==> src/rtl/uart_arb_pkg.sv <==
// Shared types and helpers for the UART transmit arbiter and its round-robin picker.
package uart_arb_pkg;

    localparam int unsigned UART_BYTE_W = 8;

    typedef enum logic [1:0] {
        StIdle,
        StSend,
        StWaitStart,
        StWaitDone
    } arb_state_e;

    // Index width for n items; never less than 1 so single-entry vectors stay legal.
    function automatic int unsigned clog2(input int unsigned n);
        int unsigned r;
        r = 1;
        for (int unsigned i = 1; i < 32; i++) begin
            if ((32'd1 << i) < n) r = i + 1;
        end
        return r;
    endfunction

endpackage

==> src/rtl/rr_pick.sv <==
// Combinational round-robin picker: first set request after ptr, wrapping modulo NREQ.
module rr_pick #(
    parameter int unsigned NREQ  = 4,
    parameter int unsigned IDX_W = 2
) (
    input  logic [NREQ-1:0]  req_i,
    input  logic [IDX_W-1:0] ptr_i,
    output logic             valid_o,
    output logic [NREQ-1:0]  onehot_o,
    output logic [IDX_W-1:0] idx_o
);

    always_comb begin
        int unsigned cand;
        valid_o  = 1'b0;
        onehot_o = '0;
        idx_o    = '0;
        cand     = 0;
        for (int unsigned i = 1; i <= NREQ; i++) begin
            cand = (32'(ptr_i) + i) % NREQ;
            if (!valid_o && req_i[IDX_W'(cand)]) begin
                valid_o                 = 1'b1;
                onehot_o[IDX_W'(cand)] = 1'b1;
                idx_o                   = IDX_W'(cand);
            end
        end
    end

endmodule

==> src/rtl/uart_tx_arbiter.sv <==
// Round-robin sharing of one UART transmitter between NREQ byte producers.
// Define UART_ARB_PACKET_LOCK_EN to hold the grant on one requester until its req_last byte.
module uart_tx_arbiter
    import uart_arb_pkg::*;
#(
    parameter int unsigned NREQ          = 4,
    parameter int unsigned IDX_W         = clog2(NREQ),
    parameter int unsigned START_TIMEOUT = 15
) (
    input  logic                        clk,
    input  logic                        rst_n,
    input  logic [NREQ-1:0]             req_valid,
    input  logic [UART_BYTE_W*NREQ-1:0] req_data,
    input  logic [NREQ-1:0]             req_last,
    output logic [NREQ-1:0]             req_ready,
    output logic [IDX_W-1:0]            grant_idx,
    output logic                        send,
    output logic [UART_BYTE_W-1:0]      tx_data,
    input  logic                        tx_busy,
    output logic                        timeout_err
);

    localparam int unsigned     CNT_W   = clog2(START_TIMEOUT + 1);
    localparam logic [CNT_W-1:0] CNT_MAX = CNT_W'(START_TIMEOUT);

    arb_state_e             state_q, state_d;
    logic                   send_q, send_d;
    logic [UART_BYTE_W-1:0] tx_data_q, tx_data_d;
    logic [IDX_W-1:0]       grant_q, grant_d;
    logic [IDX_W-1:0]       ptr_q, ptr_d;
    logic [CNT_W-1:0]       cnt_q, cnt_d, cnt_inc;
    logic                   tout_q, tout_d;

    logic [NREQ-1:0]        pick_mask;
    logic                   pick_valid;
    logic [NREQ-1:0]        pick_onehot;
    logic [IDX_W-1:0]       pick_idx;
    logic [UART_BYTE_W-1:0] pick_data;

`ifdef UART_ARB_PACKET_LOCK_EN
    logic            lock_q, lock_d;
    logic [NREQ-1:0] lock_onehot;

    // ptr_q always names the last winner, i.e. the requester holding the lock.
    assign lock_onehot = NREQ'(1) << ptr_q;
    assign pick_mask   = lock_q ? (req_valid & lock_onehot) : req_valid;
`else
    logic unused_last;

    assign unused_last = ^req_last;
    assign pick_mask   = req_valid;
`endif

    rr_pick #(
        .NREQ (NREQ),
        .IDX_W(IDX_W)
    ) u_pick (
        .req_i   (pick_mask),
        .ptr_i   (ptr_q),
        .valid_o (pick_valid),
        .onehot_o(pick_onehot),
        .idx_o   (pick_idx)
    );

    always_comb begin
        pick_data = '0;
        for (int unsigned i = 0; i < NREQ; i++) begin
            if (pick_onehot[i]) pick_data = pick_data | req_data[i*UART_BYTE_W +: UART_BYTE_W];
        end
    end

    assign cnt_inc = cnt_q + CNT_W'(1);

    always_comb begin
        state_d   = state_q;
        send_d    = 1'b0;
        tx_data_d = tx_data_q;
        grant_d   = grant_q;
        ptr_d     = ptr_q;
        cnt_d     = cnt_q;
        tout_d    = 1'b0;
`ifdef UART_ARB_PACKET_LOCK_EN
        lock_d    = lock_q;
`endif
        unique case (state_q)
            StIdle: begin
                if (pick_valid) begin
                    tx_data_d = pick_data;
                    grant_d   = pick_idx;
                    ptr_d     = pick_idx;
                    send_d    = 1'b1;
                    state_d   = StSend;
`ifdef UART_ARB_PACKET_LOCK_EN
                    lock_d    = ~|(req_last & pick_onehot);
`endif
                end
            end
            StSend: begin
                cnt_d   = '0;
                state_d = StWaitStart;
            end
            StWaitStart: begin
                if (tx_busy) begin
                    state_d = StWaitDone;
                end else begin
                    cnt_d = cnt_inc;
                    // Give up on a transmitter that never acknowledged the byte.
                    if (cnt_inc == CNT_MAX) begin
                        tout_d  = 1'b1;
                        state_d = StIdle;
`ifdef UART_ARB_PACKET_LOCK_EN
                        lock_d  = 1'b0;
`endif
                    end
                end
            end
            StWaitDone: begin
                if (!tx_busy) state_d = StIdle;
            end
            default: state_d = StIdle;
        endcase
    end

    always_ff @(posedge clk) begin
        if (!rst_n) begin
            state_q   <= StIdle;
            send_q    <= 1'b0;
            tx_data_q <= '0;
            grant_q   <= '0;
            ptr_q     <= IDX_W'(NREQ - 1);
            cnt_q     <= '0;
            tout_q    <= 1'b0;
`ifdef UART_ARB_PACKET_LOCK_EN
            lock_q    <= 1'b0;
`endif
        end else begin
            state_q   <= state_d;
            send_q    <= send_d;
            tx_data_q <= tx_data_d;
            grant_q   <= grant_d;
            ptr_q     <= ptr_d;
            cnt_q     <= cnt_d;
            tout_q    <= tout_d;
`ifdef UART_ARB_PACKET_LOCK_EN
            lock_q    <= lock_d;
`endif
        end
    end

    assign req_ready   = (state_q == StIdle) ? pick_onehot : '0;
    assign grant_idx   = grant_q;
    assign send        = send_q;
    assign tx_data     = tx_data_q;
    assign timeout_err = tout_q;

endmodule

==> config.mk <==
export PLATFORM = sky130hd
export DESIGN_NAME = uart_tx_arbiter
export DESIGN_NICKNAME = d
export VERILOG_FILES = /design/src/rtl/uart_arb_pkg.sv /design/src/rtl/rr_pick.sv /design/src/rtl/uart_tx_arbiter.sv
export SDC_FILE = /design/constraint.sdc
export NUM_CORES = 1
export LEC_CHECK = 0
export ABC_CLOCK_PERIOD_IN_PS = 7300
export CELL_PAD_IN_SITES_DETAIL_PLACEMENT = 1
export CELL_PAD_IN_SITES_GLOBAL_PLACEMENT = 2
export CORE_MARGIN = 1
export CORE_UTILIZATION = 37
export DETAILED_ROUTE_END_ITERATION = 8
export DONT_BUFFER_PORTS = 1
export GPL_TIMING_DRIVEN = 0
export PLACE_DENSITY_LB_ADDON = 0.1
export SLEW_MARGIN = 0
export SYNTH_ARGS = -nofsm -noshare
export SYNTH_HDL_FRONTEND = slang
export SYNTH_SLANG_ARGS = --single-unit
==> constraint.sdc <==
create_clock -name clk -period 7.3 [get_ports clk]
set_input_delay 1.46 -clock clk [delete_from_list [all_inputs] [get_ports clk]]
set_output_delay 1.46 -clock clk [all_outputs]
set_load 0.1 [all_outputs]
==> impl_metrics.ini, run 1 <==
[cts]
cts.sinks = 20
clock_latency_ns = 0.26
post_cts_buffers = 0
postCtsHoldBufs = 0
cts_root_buffer = clkbuf_8
clk_pin_slew_ns = 0.08
cts_buffer_depth = 2
htreeDepth = 1
cts-buffers-inserted = 3
cts-resized-gates = 0
cts_tree = yes

[global_route]
gr-usage-met1_pct = 27.3
grt.busiest_layer = met2
met3_usage_pct = 4.93
grt_pass1_wl_mm = 7.02
use_met2_pct = 37.0
grt_max_degree = 13
grt_pass1_vias = 1444
grt_remaining_overflow = 0
antenna_found_initial = 0
grt_usage_pct = 21.3

[worst_setup_path]
worstReg2RegEnd = tx_data[1]
worstSetupEndpointType = output pin
reg2reg_slack_ns = 4.04
arrival_ns = 3.96
slowest_stage = nor2b_2
critPathRequiredTime_ns = 5.84
reg2reg_from = ptr_q[1]
crit_path_max_fanout = 10
slowest_delay_ns = 0.93
crit_chain = buf_2 > inv_1 > ha_1 > clkbuf_1 > nor2b_1 > a21oi_1 > o2bb2ai_1 > a22o_1 > a221o_1 > nor2b_2
worst-r2r-cell-count = 10
cp-start-kind = flip-flop
crit_type = flip-flop to output pin

[die]
die_area_mm2 = 0.00422
core-area_mm2 = 0.00372
row_count = 22
die_h_um = 64.9
die-width_um = 64.9
start_util_pct = 39.4
num_io_pins = 59

[logic_synthesis]
async_flop_share_pct = 0
synth_commonest_cells = 20 x a21oi_1, 20 x dfxtp_1, 15 x o21ai_0, 11 x nor2b_1, 10 x ha_1
yosysWarningCount = 0
syn-instance-count = 177
syn_area_mm2 = 0.00147
synth_top_cell_area_share_pct = 27.3
yosysTopAreaCell = dfxtp_1
ys_top_cells_by_area = dfxtp_1 27%, ha_1 8.5%, a21oi_1 6.8%, a222oi_1 5.5%, o21ai_0 5.1%
syn_nets = 230
synth-edff-count = 0
synth_ff_type = dfxtp_1
avgSynthCellArea_um2 = 8.28
synth-seq-area-share_pct = 27.3
ys_types = 49
synth-seq-cells = 20

[sta]
rsz0062_at_grt = false
slew_headroom_pct = 29.2
fin_crit_sh_pct = 74.3
fin_tns_setup_ns = 0
worst_slack_ns = 1.88
drv_slew = 0
clock_skew_ns = 0.00450
hold_viol_final = 0
fmax_mhz = 184
worst_pin_slew_ns = 1.06
setup_viol = 0
min_period_ns = 5.42

[layout]
final_layout_size_suffix_gt1_share_pct = 11.6
diodes = 0
area_delta_synth_final_pct = 9.65
final_nets = 235

[placed_design]
dpl.hpwl_mm = 3.13
port_buffers = 0
gp_congestion = 0.818
detailedPlace.worstSlack_ns = 1.92

[routing]
drtPass1Iterations = 5
antenna_left = 0
wirelength_mm = 4.20
via_count = 1414
routed_via_density = 6.17
drt_iter0_drc = 156
wire_per_inst_um = 18.3
drc_errors = 0

[power]
power.static_leakage_nw = 0.630
ir_worst_vdd_uv = 214
power_per_cell_area_mw_per_mm2 = 394

[outcome]
status = completed

[worst_hold_path]
holdPathStages = 2
whs_endpoint = state_q[0]
hold_path_startpoint = state_q[1]
hp-class = flip-flop to flip-flop

[run]
drv_cap = 0
-- worst max-delay path: cells and delay by family (launching register included) --
| family | cells | cell delay, ns |
|---|---|---|
| flip-flops | 1 | 0.43 |
| AND/OR/NAND/NOR | 2 | 1.12 |
| buffers and inverters | 3 | 0.80 |
| AO/OA/AOI/OAI | 4 | 0.97 |
| adder cells (fa/ha/maj) | 1 | 0.38 |
-- metal layers --
| layer | routed length [um] | vias up |
|---|---|---|
| met4 | 10 | 0 |
| li1 | - | 679 |
| met2 | 2030 | 48 |
| met5 | 0 | - |
| met3 | 229 | 2 |
| met1 | 1920 | 685 |
-- stage by stage --
step | std cells | total power [W] | util [%] | area (um2) | hold slack (ns)
2_1_floorplan | 177 | 0.000467 | - | 1470 | 0.492
3_3_place_gp | 225 | 0.000510 | 41.0 | 1530 | 0.545
3_5_place_dp | 225 | 0.000523 | 41.3 | 1540 | 0.565
4_1_cts | 229 | 0.000636 | 43.2 | 1610 | 0.581
5_1_grt | 229 | 0.000669 | 43.2 | 1610 | 0.623
6_report | 229 | 0.000632 | 43.2 | 1610 | 0.562
-- cells in the final DEF, fill, tap and decap left out, types with 3 or more instances in the layout --
cell       n
buf_2      6
a221o_1    4
a222oi_1   8
ha_1      10
nand2_1    9
nor2b_2    4
clkbuf_1   8
clkbuf_8   3
o21ai_0   15
nor2b_1    7
a21oi_1   20
nand2b_1   4
a221oi_1   3
nor2_1     6
dfxtp_1   20
inv_1      6
-- worst max path at each step --
| stage | start | end | slack [ns] | depth (start not counted) |
|---|---|---|---|---|
| after global routing | ptr_q[1] | req_ready[3] | 1.62 | 10 |
| after CTS | ptr_q[1] | req_ready[3] | 1.89 | 10 |
| final | ptr_q[1] | req_ready[3] | 1.88 | 10 |
| after floorplan | req_valid[2] | req_ready[3] | 1.67 | 6 |
| after detailed placement | req_valid[2] | req_ready[3] | 1.92 | 6 |
| after global placement | req_valid[2] | req_ready[3] | 1.46 | 6 |
-- layout make-up --
| type | instances | area (um2) |
|---|---|---|
| Inverter | 6 | 22.5 |
| Tap cell | 48 | 60.1 |
| Sequential cell | 20 | 400 |
| Clock inverter | 1 | 30.0 |
| Buffer | 16 | 82.6 |
| Clock buffer | 3 | 41.3 |
| Fill cell | 453 | 2110 |
| Multi-Input combinational cell | 135 | 970 |
-- cell families (layout without fill, tap and decap cells) --
family,Yosys count,in the layout,share of synthesized area (%)
DFF,20,20,27.3
buffers and inverters,22,26,7.17
and+or+nand+nor,45,45,17.5
xor gates and xnor gates,2,2,1.20
muxes,3,3,2.90
adders and majority gates,10,10,8.54
AOI/OAI and AO/OA,75,75,35.4
-- where the power goes --
group	internal (W)	switching, W
logic	0.0000938	0.000173
clock network	0.0000732	0.0000390
registers	0.000129	0.000125
-- flip-flops by register name (all words and copies together), names as in the netlist --
register     cells
cnt_q            4
send             1
state_q          2
grant_idx        2
timeout_err      1
tx_data          8
ptr_q            2
No activity file was read; power rests on OpenSTA's default activity.
==> run 2: changes to the inputs <==
--- a/config.mk
+++ b/config.mk
@@ -5,11 +5,11 @@
 export SDC_FILE = /design/constraint.sdc
 export NUM_CORES = 1
 export LEC_CHECK = 0
-export ABC_CLOCK_PERIOD_IN_PS = 7300
+export ABC_CLOCK_PERIOD_IN_PS = 4350
 export CELL_PAD_IN_SITES_DETAIL_PLACEMENT = 1
 export CELL_PAD_IN_SITES_GLOBAL_PLACEMENT = 2
 export CORE_MARGIN = 1
-export CORE_UTILIZATION = 37
+export CORE_UTILIZATION = 31
 export DETAILED_ROUTE_END_ITERATION = 8
 export DONT_BUFFER_PORTS = 1
 export GPL_TIMING_DRIVEN = 0
==> constraint.sdc (replaced) <==
create_clock -name clk -period 4.35 [get_ports clk]
set_input_delay 0.87 -clock clk [delete_from_list [all_inputs] [get_ports clk]]
set_output_delay 0.87 -clock clk [all_outputs]
set_load 0.1 [all_outputs]
==> run 2 against run 1 <==
The flow now finishes with violations (design-rule violations). Wire length rose by 5.6%. Sequential share of layout area fell by 0.99 points. Die area up 19%.
==> impl_metrics.ini, run 2 (synthesized netlist as in run 1, its figures left out) <==
[outcome]
status = complete, but fails checks
violations = design-rule violations

[placed_design]
detailedPlace.worstSlack_ns = -0.211
placed_cell_area_mm2 = 0.00154
dp_cells = 229
port_buffers = 0
gp_congestion = 0.760
dpl.hpwl_mm = 3.25

[worst_setup_path]
cp.depth = 9
cp-start-kind = flip-flop
crit_type = flip-flop to output pin
worst-r2r-cell-count = 11
slowest_delay_ns = 0.57
crit_top_cell = buf_2
crit_buf_inv = 3
critPathTopFamily = simple AND/OR/NAND/NOR gates
arrival_ns = 3.22
slowest_stage = nor2b_4
critPathRequiredTime_ns = 3.48
worstSetupEndpointType = output pin
crit_chain = buf_2 > clkinvlp_4 > ha_1 > mux4_2 > nor3b_4 > a22o_2 > a221o_1 > buf_2 > nor2b_4
crit_path_max_fanout = 9

[sta]
worst_slack_ns = 0.262
min_period_ns = 4.09
setup_viol = 0
fin_tns_setup_ns = 0
fin_crit_sh_pct = 94.0
clock_skew_ns = 0.00550
slew_headroom_pct = 31.6
worst_pin_slew_ns = 1.02
rsz0062_at_grt = false
drv_slew = 0
hold_viol_final = 0
fmax_mhz = 245

[global_route]
grt_max_degree = 13
grt_pass1_wl_mm = 7.29
antenna_found_initial = 0
grt_remaining_overflow = 0
grt_usage_pct = 18.3
grt_pass1_vias = 1496

[cts]
cts_buffer_depth = 2
htreeDepth = 1
cts-buffers-inserted = 3
cts_root_buffer = clkbuf_8
cts_tree = yes
postCtsHoldBufs = 0
clk_pin_slew_ns = 0.08
clock_latency_ns = 0.26
cts.sinks = 20

[power]
power_per_cell_area_mw_per_mm2 = 655
p_sw_share_pct = 52.5
clkPwrFrac_pct = 17.0
share_comb_of_total_power_pct = 44.0
power.switching_w = 0.000576
p_int_w = 0.000520
power.static_leakage_nw = 0.653
seqPwrFrac_pct = 39.0
ir_worst_vdd_uv = 394

[die]
die_area_mm2 = 0.00501
die_h_um = 70.8
die-width_um = 70.8
core-area_mm2 = 0.00444
row_count = 24
num_io_pins = 59
start_util_pct = 33.0

[layout]
final_layout_size_suffix_gt1_share_pct = 15.2
layout_common_cells = 20 x a21oi_1, 20 x dfxtp_1, 15 x o21ai_0
diodes = 0
fill_cells = 544
fin_area_mm2 = 0.00167
area_delta_synth_final_pct = 14.2
largest_reg_flops = 8
stdcell_count = 236
final_nets = 238

[routing]
routed_via_density = 6.11
drt_iter0_drc = 130
wire_per_inst_um = 18.8
drc_errors = 6
wirelength_mm = 4.43
drtPass1Iterations = 7
via_count = 1442
antenna_left = 0

[worst_hold_path]
hp-class = flip-flop to flip-flop
holdPathStages = 2

[run]
drv_cap = 0
==> run 2: cell count changes in the layout (fill, tap and decap cells not counted), sizes merged <==
| cell | previous run | this run |
|---|---|---|
| buf | 8 | 11 |
| clkinvlp | 0 | 1 |
| inv | 6 | 5 |
==> run 2: area by class of cell <==
type	instances	area (um2)	area share, %
Sequential cell	20	400	23.9
Clock inverter	1	30.0	1.80
Timing Repair Buffer	3	22.5	1.35
Multi-Input combinational cell	135	1000	60.0
Inverter	6	26.3	1.57
Clock buffer	3	41.3	2.47
Tap cell	52	65.1	3.89
Buffer	16	83.8	5.01
==> run 2: worst min-delay path, delay by kind of cell, from the launching register on <==
family / cells / cell delay [ns]
DFF: 1 / 0.38
and+or+nand+nor: 1 / 0.08
AOI/OAI and AO/OA: 1 / 0.07
==> run 2: stage by stage <==
| stage | utilization [%] | total power (W) | hold slack, ns |
|---|---|---|---|
| 2_1_floorplan | - | 0.000788 | 0.492 |
| 3_3_place_gp | 34.7 | 0.000866 | 0.551 |
| 3_5_place_dp | 34.7 | 0.000879 | 0.568 |
| 4_1_cts | 36.9 | 0.00108 | 0.587 |
| 5_1_grt | 37.6 | 0.00116 | 0.620 |
| 6_report | 37.6 | 0.00110 | 0.581 |
==> run 2: power groups by stage <==
stage	Combinational, W	Sequential, W	Clock, W
global placement	0.000436	0.000429	0
global route	0.000525	0.000433	0.000200
finish	0.000483	0.000428	0.000186
detailed placement	0.000448	0.000431	0
CTS	0.000465	0.000427	0.000191
floorplan	0.000368	0.000420	0
==> run 2: timing repair <==
action | in CTS | in global routing
endpoints found under the setup margin | 4 | 4
resized for setup | 6 | 4
endpoints found under the hold margin | 0 | 0
pin swaps | 0 | 1
buffers inserted | 0 | 3
==> run 2: worst paths after layout <==
check | endpoint | slack, ns | from
worst max-delay path | req_ready[0] | 0.26 | ptr_q[1]
worst min-delay path | state_q[0] | 0.58 | state_q[1]
worst max register to register | tx_data[6] | 1.32 | ptr_q[1]
worst min register to register | state_q[0] | 0.58 | state_q[1]
==> run 2: routing by layer <==
metal | global-route usage (%) | wire length, um
met1 | 24.0 | 2040
met2 | 30.6 | 2080
met3 | 5.41 | 297
met4 | 2.67 | 16
met5 | 0 | 0
